--- config.mk ---
export PLATFORM = sky130hd
export DESIGN_NAME = mem_arbiter
export DESIGN_NICKNAME = d
export VERILOG_FILES = /design/src/rtl/mem_arbiter_pkg.sv /design/src/rtl/mem_arb_pick.sv /design/src/rtl/mem_arbiter.sv
export SDC_FILE = /design/constraint.sdc
export NUM_CORES = 1
export LEC_CHECK = 0
export ABC_AREA = 1
export BUFFER_PORTS_ARGS = -buffer_cell sky130_fd_sc_hd__buf_4
export CAP_MARGIN = 20
export CORE_ASPECT_RATIO = 1.75
export CORE_MARGIN = 3
export CORE_UTILIZATION = 35
export CTS_BUF_LIST = sky130_fd_sc_hd__clkbuf_8 sky130_fd_sc_hd__clkbuf_16
export CTS_CLUSTER_SIZE = 30
export DETAILED_ROUTE_END_ITERATION = 8
export PLACE_DENSITY = 0.57
export SLEW_MARGIN = 10
export SYNTH_ARGS = -nofsm -noshare
export SYNTH_HDL_FRONTEND = slang
export SYNTH_SLANG_ARGS = --single-unit
export TNS_END_PERCENT = 20
--- constraint.sdc ---
create_clock -name clk -period 2.9 [get_ports clk]
set_input_delay 0.58 -clock clk [delete_from_list [all_inputs] [get_ports clk]]
set_output_delay 0.58 -clock clk [all_outputs]
set_load 0.02 [all_outputs]
--- src/rtl/mem_arbiter_pkg.sv ---
// Shared types for mem_arbiter: FSM states, requester IDs, IO decode default
// and the little-endian byte merge helper.
package mem_arbiter_pkg;

   localparam int IO_SEL_HI_DEF = 17;

   typedef enum logic [1:0] {
      MEM_IDLE,
      MEM_READ,
      MEM_WRITE
   } state_t;

   typedef enum logic [1:0] {
      REQ_NONE,
      REQ_ROB,
      REQ_LSB,
      REQ_IF
   } req_id_t;

   function automatic logic [31:0] merge_byte(input logic [31:0] word,
                                              input logic [1:0]  idx,
                                              input logic [7:0]  b);
      logic [31:0] r;
      r = word;
      r[{idx, 3'b000} +: 8] = b;
      return r;
   endfunction

endpackage

--- src/rtl/mem_arb_pick.sv ---
// Grant selection for mem_arbiter: rob always first, then lsb/if.
// With MEM_ARB_RR_EN defined an lsb/if tie goes to whichever was not granted last.
module mem_arb_pick
   import mem_arbiter_pkg::*;
(
   input  logic    rob_req_i,
   input  logic    lsb_req_i,
   input  logic    if_req_i,
   input  logic    last_lsb_i,
   output req_id_t gnt_o
);

   logic lsb_wins;

`ifdef MEM_ARB_RR_EN
   assign lsb_wins = !last_lsb_i;
`else
   logic unused_last_lsb;
   assign lsb_wins        = 1'b1;
   assign unused_last_lsb = last_lsb_i;
`endif

   always_comb begin
      gnt_o = REQ_NONE;
      if (rob_req_i) begin
         gnt_o = REQ_ROB;
      end else if (lsb_req_i && (!if_req_i || lsb_wins)) begin
         gnt_o = REQ_LSB;
      end else if (if_req_i) begin
         gnt_o = REQ_IF;
      end
   end

endmodule

--- src/rtl/mem_arbiter.sv ---
// Byte-wide RAM/IO bus arbiter for rob commit, lsb loads and instruction fetch.
// Optional MEM_ARB_RR_EN enables round-robin between lsb and if (see mem_arb_pick).
module mem_arbiter
   import mem_arbiter_pkg::*;
#(
   parameter int IO_SEL_HI = IO_SEL_HI_DEF
) (
   input  logic        clk,
   input  logic        rst_n,
   input  logic        rdy,
   input  logic        flush,
   input  logic        if_req,
   input  logic [31:0] if_addr,
   output logic        if_done,
   output logic [31:0] if_data,
   input  logic        lsb_req,
   input  logic [31:0] lsb_addr,
   input  logic [2:0]  lsb_size,
   output logic        lsb_done,
   output logic [31:0] lsb_data,
   input  logic        rob_req,
   input  logic        rob_wr,
   input  logic [31:0] rob_addr,
   input  logic [2:0]  rob_size,
   input  logic [31:0] rob_wdata,
   output logic        rob_done,
   output logic [31:0] rob_rdata,
   input  logic [7:0]  mem_din,
   output logic [7:0]  mem_dout,
   output logic [31:0] mem_a,
   output logic        mem_wr,
   input  logic        io_buffer_full
);

   state_t      state_q, state_d;
   req_id_t     gnt_q, gnt_d, pick_gnt;
   logic [31:0] addr_q, addr_d, wdata_q, wdata_d, buf_q, buf_d;
   logic [2:0]  size_q, size_d, cnt_q, cnt_d;
   logic [31:0] mem_a_q, mem_a_d;
   logic [7:0]  mem_dout_q, mem_dout_d;
   logic        if_done_q, if_done_d, lsb_done_q, lsb_done_d, rob_done_q, rob_done_d;
   logic [31:0] if_data_q, if_data_d, lsb_data_q, lsb_data_d, rob_rdata_q, rob_rdata_d;
   logic        rr_last_lsb_q, rr_last_lsb_d;
   logic        io_stall;
   logic [31:0] merged;
   logic [1:0]  nidx;

   mem_arb_pick u_pick (
      .rob_req_i  (rob_req),
      .lsb_req_i  (lsb_req && !flush),
      .if_req_i   (if_req && !flush),
      .last_lsb_i (rr_last_lsb_q),
      .gnt_o      (pick_gnt)
   );

   assign io_stall = (mem_a_q[IO_SEL_HI -: 2] == 2'b11) && io_buffer_full;
   // Byte cnt-1 arrives on mem_din now; the last byte is merged without a buffer stage.
   assign merged   = merge_byte(buf_q, 2'(cnt_q - 3'd1), mem_din);
   assign nidx     = cnt_q[1:0] + 2'd1;

   always_comb begin
      state_d       = state_q;
      gnt_d         = gnt_q;
      addr_d        = addr_q;
      size_d        = size_q;
      wdata_d       = wdata_q;
      cnt_d         = cnt_q;
      buf_d         = buf_q;
      mem_a_d       = mem_a_q;
      mem_dout_d    = mem_dout_q;
      if_done_d     = 1'b0;
      lsb_done_d    = 1'b0;
      rob_done_d    = 1'b0;
      if_data_d     = if_data_q;
      lsb_data_d    = lsb_data_q;
      rob_rdata_d   = rob_rdata_q;
      rr_last_lsb_d = rr_last_lsb_q;
      case (state_q)
         MEM_IDLE: begin
            if (pick_gnt != REQ_NONE) begin
               gnt_d   = pick_gnt;
               cnt_d   = 3'd0;
               buf_d   = 32'd0;
               state_d = MEM_READ;
               case (pick_gnt)
                  REQ_ROB: begin
                     addr_d  = rob_addr;
                     size_d  = rob_size;
                     wdata_d = rob_wdata;
                     if (rob_wr) state_d = MEM_WRITE;
                  end
                  REQ_LSB: begin
                     addr_d        = lsb_addr;
                     size_d        = lsb_size;
                     rr_last_lsb_d = 1'b1;
                  end
                  default: begin
                     addr_d        = if_addr;
                     size_d        = 3'd4;
                     rr_last_lsb_d = 1'b0;
                  end
               endcase
               mem_a_d    = addr_d;
               mem_dout_d = wdata_d[7:0];
            end
         end
         MEM_READ: begin
            if (flush && gnt_q != REQ_ROB) begin
               state_d = MEM_IDLE;
            end else if (cnt_q == size_q) begin
               state_d = MEM_IDLE;
               case (gnt_q)
                  REQ_ROB: begin rob_done_d = 1'b1; rob_rdata_d = merged; end
                  REQ_LSB: begin lsb_done_d = 1'b1; lsb_data_d  = merged; end
                  REQ_IF:  begin if_done_d  = 1'b1; if_data_d   = merged; end
                  default: ;
               endcase
            end else begin
               cnt_d = cnt_q + 3'd1;
               if (cnt_q != 3'd0) buf_d = merged;
               if ((cnt_q + 3'd1) < size_q) mem_a_d = addr_q + 32'(cnt_q) + 32'd1;
            end
         end
         MEM_WRITE: begin
            if (!io_stall) begin
               if ((cnt_q + 3'd1) == size_q) begin
                  state_d    = MEM_IDLE;
                  cnt_d      = size_q;
                  rob_done_d = 1'b1;
               end else begin
                  cnt_d      = cnt_q + 3'd1;
                  mem_a_d    = addr_q + 32'(cnt_q) + 32'd1;
                  mem_dout_d = wdata_q[{nidx, 3'b000} +: 8];
               end
            end
         end
         default: state_d = MEM_IDLE;
      endcase
   end

   always_ff @(posedge clk or negedge rst_n) begin
      if (!rst_n) begin
         state_q       <= MEM_IDLE;
         gnt_q         <= REQ_NONE;
         addr_q        <= 32'd0;
         size_q        <= 3'd0;
         wdata_q       <= 32'd0;
         cnt_q         <= 3'd0;
         buf_q         <= 32'd0;
         mem_a_q       <= 32'd0;
         mem_dout_q    <= 8'd0;
         if_done_q     <= 1'b0;
         lsb_done_q    <= 1'b0;
         rob_done_q    <= 1'b0;
         if_data_q     <= 32'd0;
         lsb_data_q    <= 32'd0;
         rob_rdata_q   <= 32'd0;
         rr_last_lsb_q <= 1'b0;
      end else if (rdy) begin
         state_q       <= state_d;
         gnt_q         <= gnt_d;
         addr_q        <= addr_d;
         size_q        <= size_d;
         wdata_q       <= wdata_d;
         cnt_q         <= cnt_d;
         buf_q         <= buf_d;
         mem_a_q       <= mem_a_d;
         mem_dout_q    <= mem_dout_d;
         if_done_q     <= if_done_d;
         lsb_done_q    <= lsb_done_d;
         rob_done_q    <= rob_done_d;
         if_data_q     <= if_data_d;
         lsb_data_q    <= lsb_data_d;
         rob_rdata_q   <= rob_rdata_d;
         rr_last_lsb_q <= rr_last_lsb_d;
      end
   end

   assign mem_wr    = rdy && (state_q == MEM_WRITE) && !io_stall;
   assign mem_a     = mem_a_q;
   assign mem_dout  = mem_dout_q;
   assign if_done   = if_done_q;
   assign if_data   = if_data_q;
   assign lsb_done  = lsb_done_q;
   assign lsb_data  = lsb_data_q;
   assign rob_done  = rob_done_q;
   assign rob_rdata = rob_rdata_q;

endmodule

==> flow_results.org <==
** Setup path
- Category of the critical setup timing path :: flop to flop
- Most frequent cell on the critical path :: inv_1
- Worst r2r path cells :: 9
- Worst Path Max Fanout :: 11
- The endpoint identified for the worst register-to-register timing path is lsb_data[4].
- Critical path startpoint :: cnt_q[0]
- Worst path max stage delay :: 420 ps
- Startpoint of the lowest-slack register-to-register path :: cnt_q[0]
- Data arrival time of the critical path :: 2950 ps
- Cells along the critical path :: inv_1, ha_1, buf_4, nand2_1, clkinv_1, nand3_1, o21ai_0, inv_1, o21ai_2
- Setup crit start kind :: flop
- The setup check on the worst reg-to-reg path leaves a slack of 390 ps.
- Sort of element at the end of the critical path :: flop
- The largest individual stage delay along the critical path comes from the cell o21ai_0.
- End point of the critical path :: lsb_data[4]
- At the worst endpoint, the required time is between 3000 and 4000 ps.

** Synth
- Top-count cell post-synth :: nand2_1
- Commonest cells post-synth :: nand2_1, dfrtp_1, o21ai_0
- Largest cells by area after synthesis :: dfrtp_1, nand2_1, o21ai_0, nand3_1, inv_1
- Post-synth top area cell :: dfrtp_1
- Netlist cell types :: 41
- Yosys top cell area share :: 48.1%
- Warnings, synthesis :: 0
- Yosys mapped a number of flops with a built-in enable equal to 0.
- Dominant register cell in the synthesized netlist :: dfrtp_1
- #FFs+latches synth :: 245
- Counting every net in the synthesized netlist gives ~1,800.
- The cell area that synthesis handed to floorplanning was around 0.013 mm2.
- Summing the sequential cell areas from Yosys gives around half of the chip area.
- The average instance in the mapped netlist occupies 7.97 um2.
- For this run, asynchronously set or reset flops after synthesis account for between 90% and 100%.
- Post-synthesis cell count :: 1,598

** Clock network
- Clock latency on the worst-skew pair :: 530 ps
- After clock tree synthesis, the clock-pin slew on the worst setup and hold paths is 70 ps.
- The cell sitting at the root of the clock tree is a clkbuf_16.
- Number of levels the H-tree was split into :: 1
- CTS Sinks :: 245
- TritonCTS built the clock tree.
- Largest buffer count on any clock path :: 3
- Number of clock buffers inserted by TritonCTS :: 25

** Power
- For this design the ratio of total power to cell area is ~900 mW/mm2.
- Sequential group share of total power :: 36.3%
- Peak supply drop :: 407 uV
- Switching pwr :: 5.79 mW
- Of the total power, the share spent switching nets is between 40% and 50%.
- The share of total power dissipated in the clock network is a little under a quarter.
- Of the total power, combinational logic draws 40.0%.
- Cell Int Power :: 8.36 mW
- In this run the static leakage power is 7.71 nW.

** Job
- The tool flagged a number of max-cap violations equal to 0.

** Place
- The congestion estimate from routability-driven global placement came to 0.879.
- Input and output buffers added on the ports amount to 290.
- Once placement finished, the instance area stood at 0.0153 mm2.
- Summed over all nets, the half-perimeter wirelength after detailed placement is 31,600 um.

** Timing
- The final number of hold-violating endpoints was 0.
- Minimum period implied by the final worst setup slack :: between 2000 and 3000 ps
- Measured against its own limit, the worst slew margin works out to between 30 and 40%.
- Setup Viol. Count Final :: 0
- Setup repair after global routing left no endpoint under its margin.
- Clock skew on the completed layout was measured at 9.68 ps.
- Based on the critical path, the design can be clocked at up to 399 MHz.
- In the final timing run, aggregate negative setup slack is 0 ps.
- Actual transition at the worst max-transition pin :: 984 ps
- Final Cycle Share :: 86.4%
- Fin. max-slew vios :: 0

** Global routing
- GRT Residual Overflow :: 0
- Initial antenna violation count :: 2
- GR met2 Demand/Resource :: 41.1%
- GRT Resource Usage Total :: 21.2%
- Met3 global-route usage :: 2.80%
- Most crowded layer after global routing :: met2
- Global routing used 21.6% of the available met1 tracks.
- Number of global-route vias before repair :: 11,600
- Entering global routing, the biggest net connects 68 pins.
- The first global-routing pass estimated roughly 64,000 um of wire.

** Die
- The die covers 0.0388 mm2.
- Measured along the y axis, the die boundary spans 258 um.
- Initial core utilization :: 35.8%
- Std-Cell Core Area :: 0.0356 mm2
- In this run the horizontal extent of the chip is 150 um.
- In this run the core area contains 91 standard-cell rows.
- I/O Pins :: 291

** Final layout
- Growth of design area from synthesis to finish :: 26.8%
- Of the cells placed in the final design, the portion with a size suffix greater than 1 is around a quarter.
- The filler cells instantiated in the layout total approximately 3,600.
- The sequential cells in the finished layout cover a total of 0.00613 mm2.
- Net count, final :: about 2,000
- Area used by multi-input combinational logic :: 0.00561 mm2
- Final standard cell area without fillers :: approximately 0.016 mm2

** Route
- Dividing the detail-routed wire length by the instance count gives 17.7 um.
- In this run, the number of DRC markers left after iteration 0 of detailed routing was approximately 530.
- First drt pass iteration count :: 5
- After detailed routing, the total wire length is 41,600 um.
- The detailed router placed around 11,000 vias in this run.
- After detailed routing, the number of remaining DRC violations is 0.
- Via/cell ratio :: 4.89
- Once detail routing completed, the nets flagged for antenna violations numbered 0.

** Outcome
- Result of the run :: complete, no violations

** Min path
- In this run the worst hold path is classified as input pin to flop.
==> power by group through the flow <==
stage               registers, mW  clock network [mW]  logic [mW]
global route                 5.25                3.58        6.33
floorplan                    5.44                   0        3.25
finish                       5.14                3.36        5.66
global placement             5.19                   0        5.70
CTS                          5.15                3.45        5.76
detailed placement           5.19                   0        5.75
==> per-layer routing <==
| metal | wire [um] | vias to the layer above |
|---|---|---|
| li1 | - | 5700 |
| met1 | 14500 | 5416 |
| met2 | 23100 | 299 |
| met3 | 1760 | 81 |
| met4 | 2230 | 0 |
| met5 | 0 | - |
==> cell usage in the layout, fill, tap and decap left out, drive strengths merged, types with 10 or more instances in the layout <==
cell type	count
nand2	542
mux2	24
dfrtp	245
clkinv	10
buf	320
nand3	121
clkbuf	29
inv	138
a21oi	32
o21ai	252
nor2	78
nand4	13
or2	24
ha	18
==> registers in the layout, summed over array words and instances (netlist names), 2 cells and up <==
signal / cells
mem_dout: 8
rob_rdata: 32
buf_q: 32
gnt_q: 2
state_q: 2
wdata_q: 32
mem_a: 32
size_q: 3
if_data: 32
lsb_data: 32
cnt_q: 3
addr_q: 32
==> how the worst min path moves through the flow <==
stage / start / end / slack (ps) / depth (start not counted)
2_1_floorplan: rst_n / addr_q[0] / 280 / 0
3_3_place_gp: buf_q[24] / buf_q[24] / 470 / 2
3_5_place_dp: mem_a[18] / mem_a[18] / 470 / 2
4_1_cts: rob_wdata[19] / wdata_q[19] / 240 / 2
5_1_grt: rob_wdata[19] / wdata_q[19] / 250 / 2
6_report: rob_wdata[19] / wdata_q[19] / 260 / 2
==> per-stage QoR <==
step	power, mW	utilization [%]	hold slack, ps	instances	worst slack [ps]
6_report	14.2	45.3	260	2351	394
5_1_grt	15.2	45.3	247	2350	178
4_1_cts	14.4	45.3	238	2349	317
3_5_place_dp	10.9	42.9	466	2304	113
3_3_place_gp	10.9	42.9	466	2304	176
2_1_floorplan	8.68	-	284	1598	399
==> logic make-up (layout without fill, tap and decap cells) <==
| kind of cell | Yosys count | in the layout | synth area share [%] |
|---|---|---|---|
| AND/OR/NAND/NOR | 782 | 782 | 26.2 |
| AO/OA/AOI/OAI | 308 | 308 | 13.7 |
| XOR/XNOR | 2 | 2 | 0.137 |
| multiplexers | 24 | 24 | 2.12 |
| adder cells (fa/ha/maj) | 19 | 19 | 1.92 |
| other | 0 | 2 | 0 |
| flip-flops | 245 | 245 | 48.1 |
| buffers and inverters | 218 | 504 | 7.86 |
==> worst max-delay path: cells and delay by family (launching register included) <==
| kind | cells | cell delay, ps |
|---|---|---|
| AOI/OAI and AO/OA | 2 | 570 |
| adders and majority gates | 1 | 340 |
| buffers and inverters | 4 | 670 |
| DFF | 1 | 410 |
| and+or+nand+nor | 2 | 430 |
==> cell type report <==
| class | count | area share (%) |
|---|---|---|
| timing repair buffer | 321 | 15.2 |
| sequential | 245 | 37.9 |
| clock inverter | 15 | 0.991 |
| tap | 465 | 3.60 |
| antenna | 2 | 0.0310 |
| inverter | 139 | 3.26 |
| clock buffer | 29 | 4.21 |
| multi-input combinational | 1135 | 34.7 |
==> repair_timing <==
| action | in CTS | in global routing |
|---|---|---|
| hold endpoints to repair | 50 | 0 |
| buffers inserted | 0 | 0 |
| hold buffers | 1 | 0 |
| resized for setup | 0 | 0 |
No activity file was read; power rests on OpenSTA's default activity.
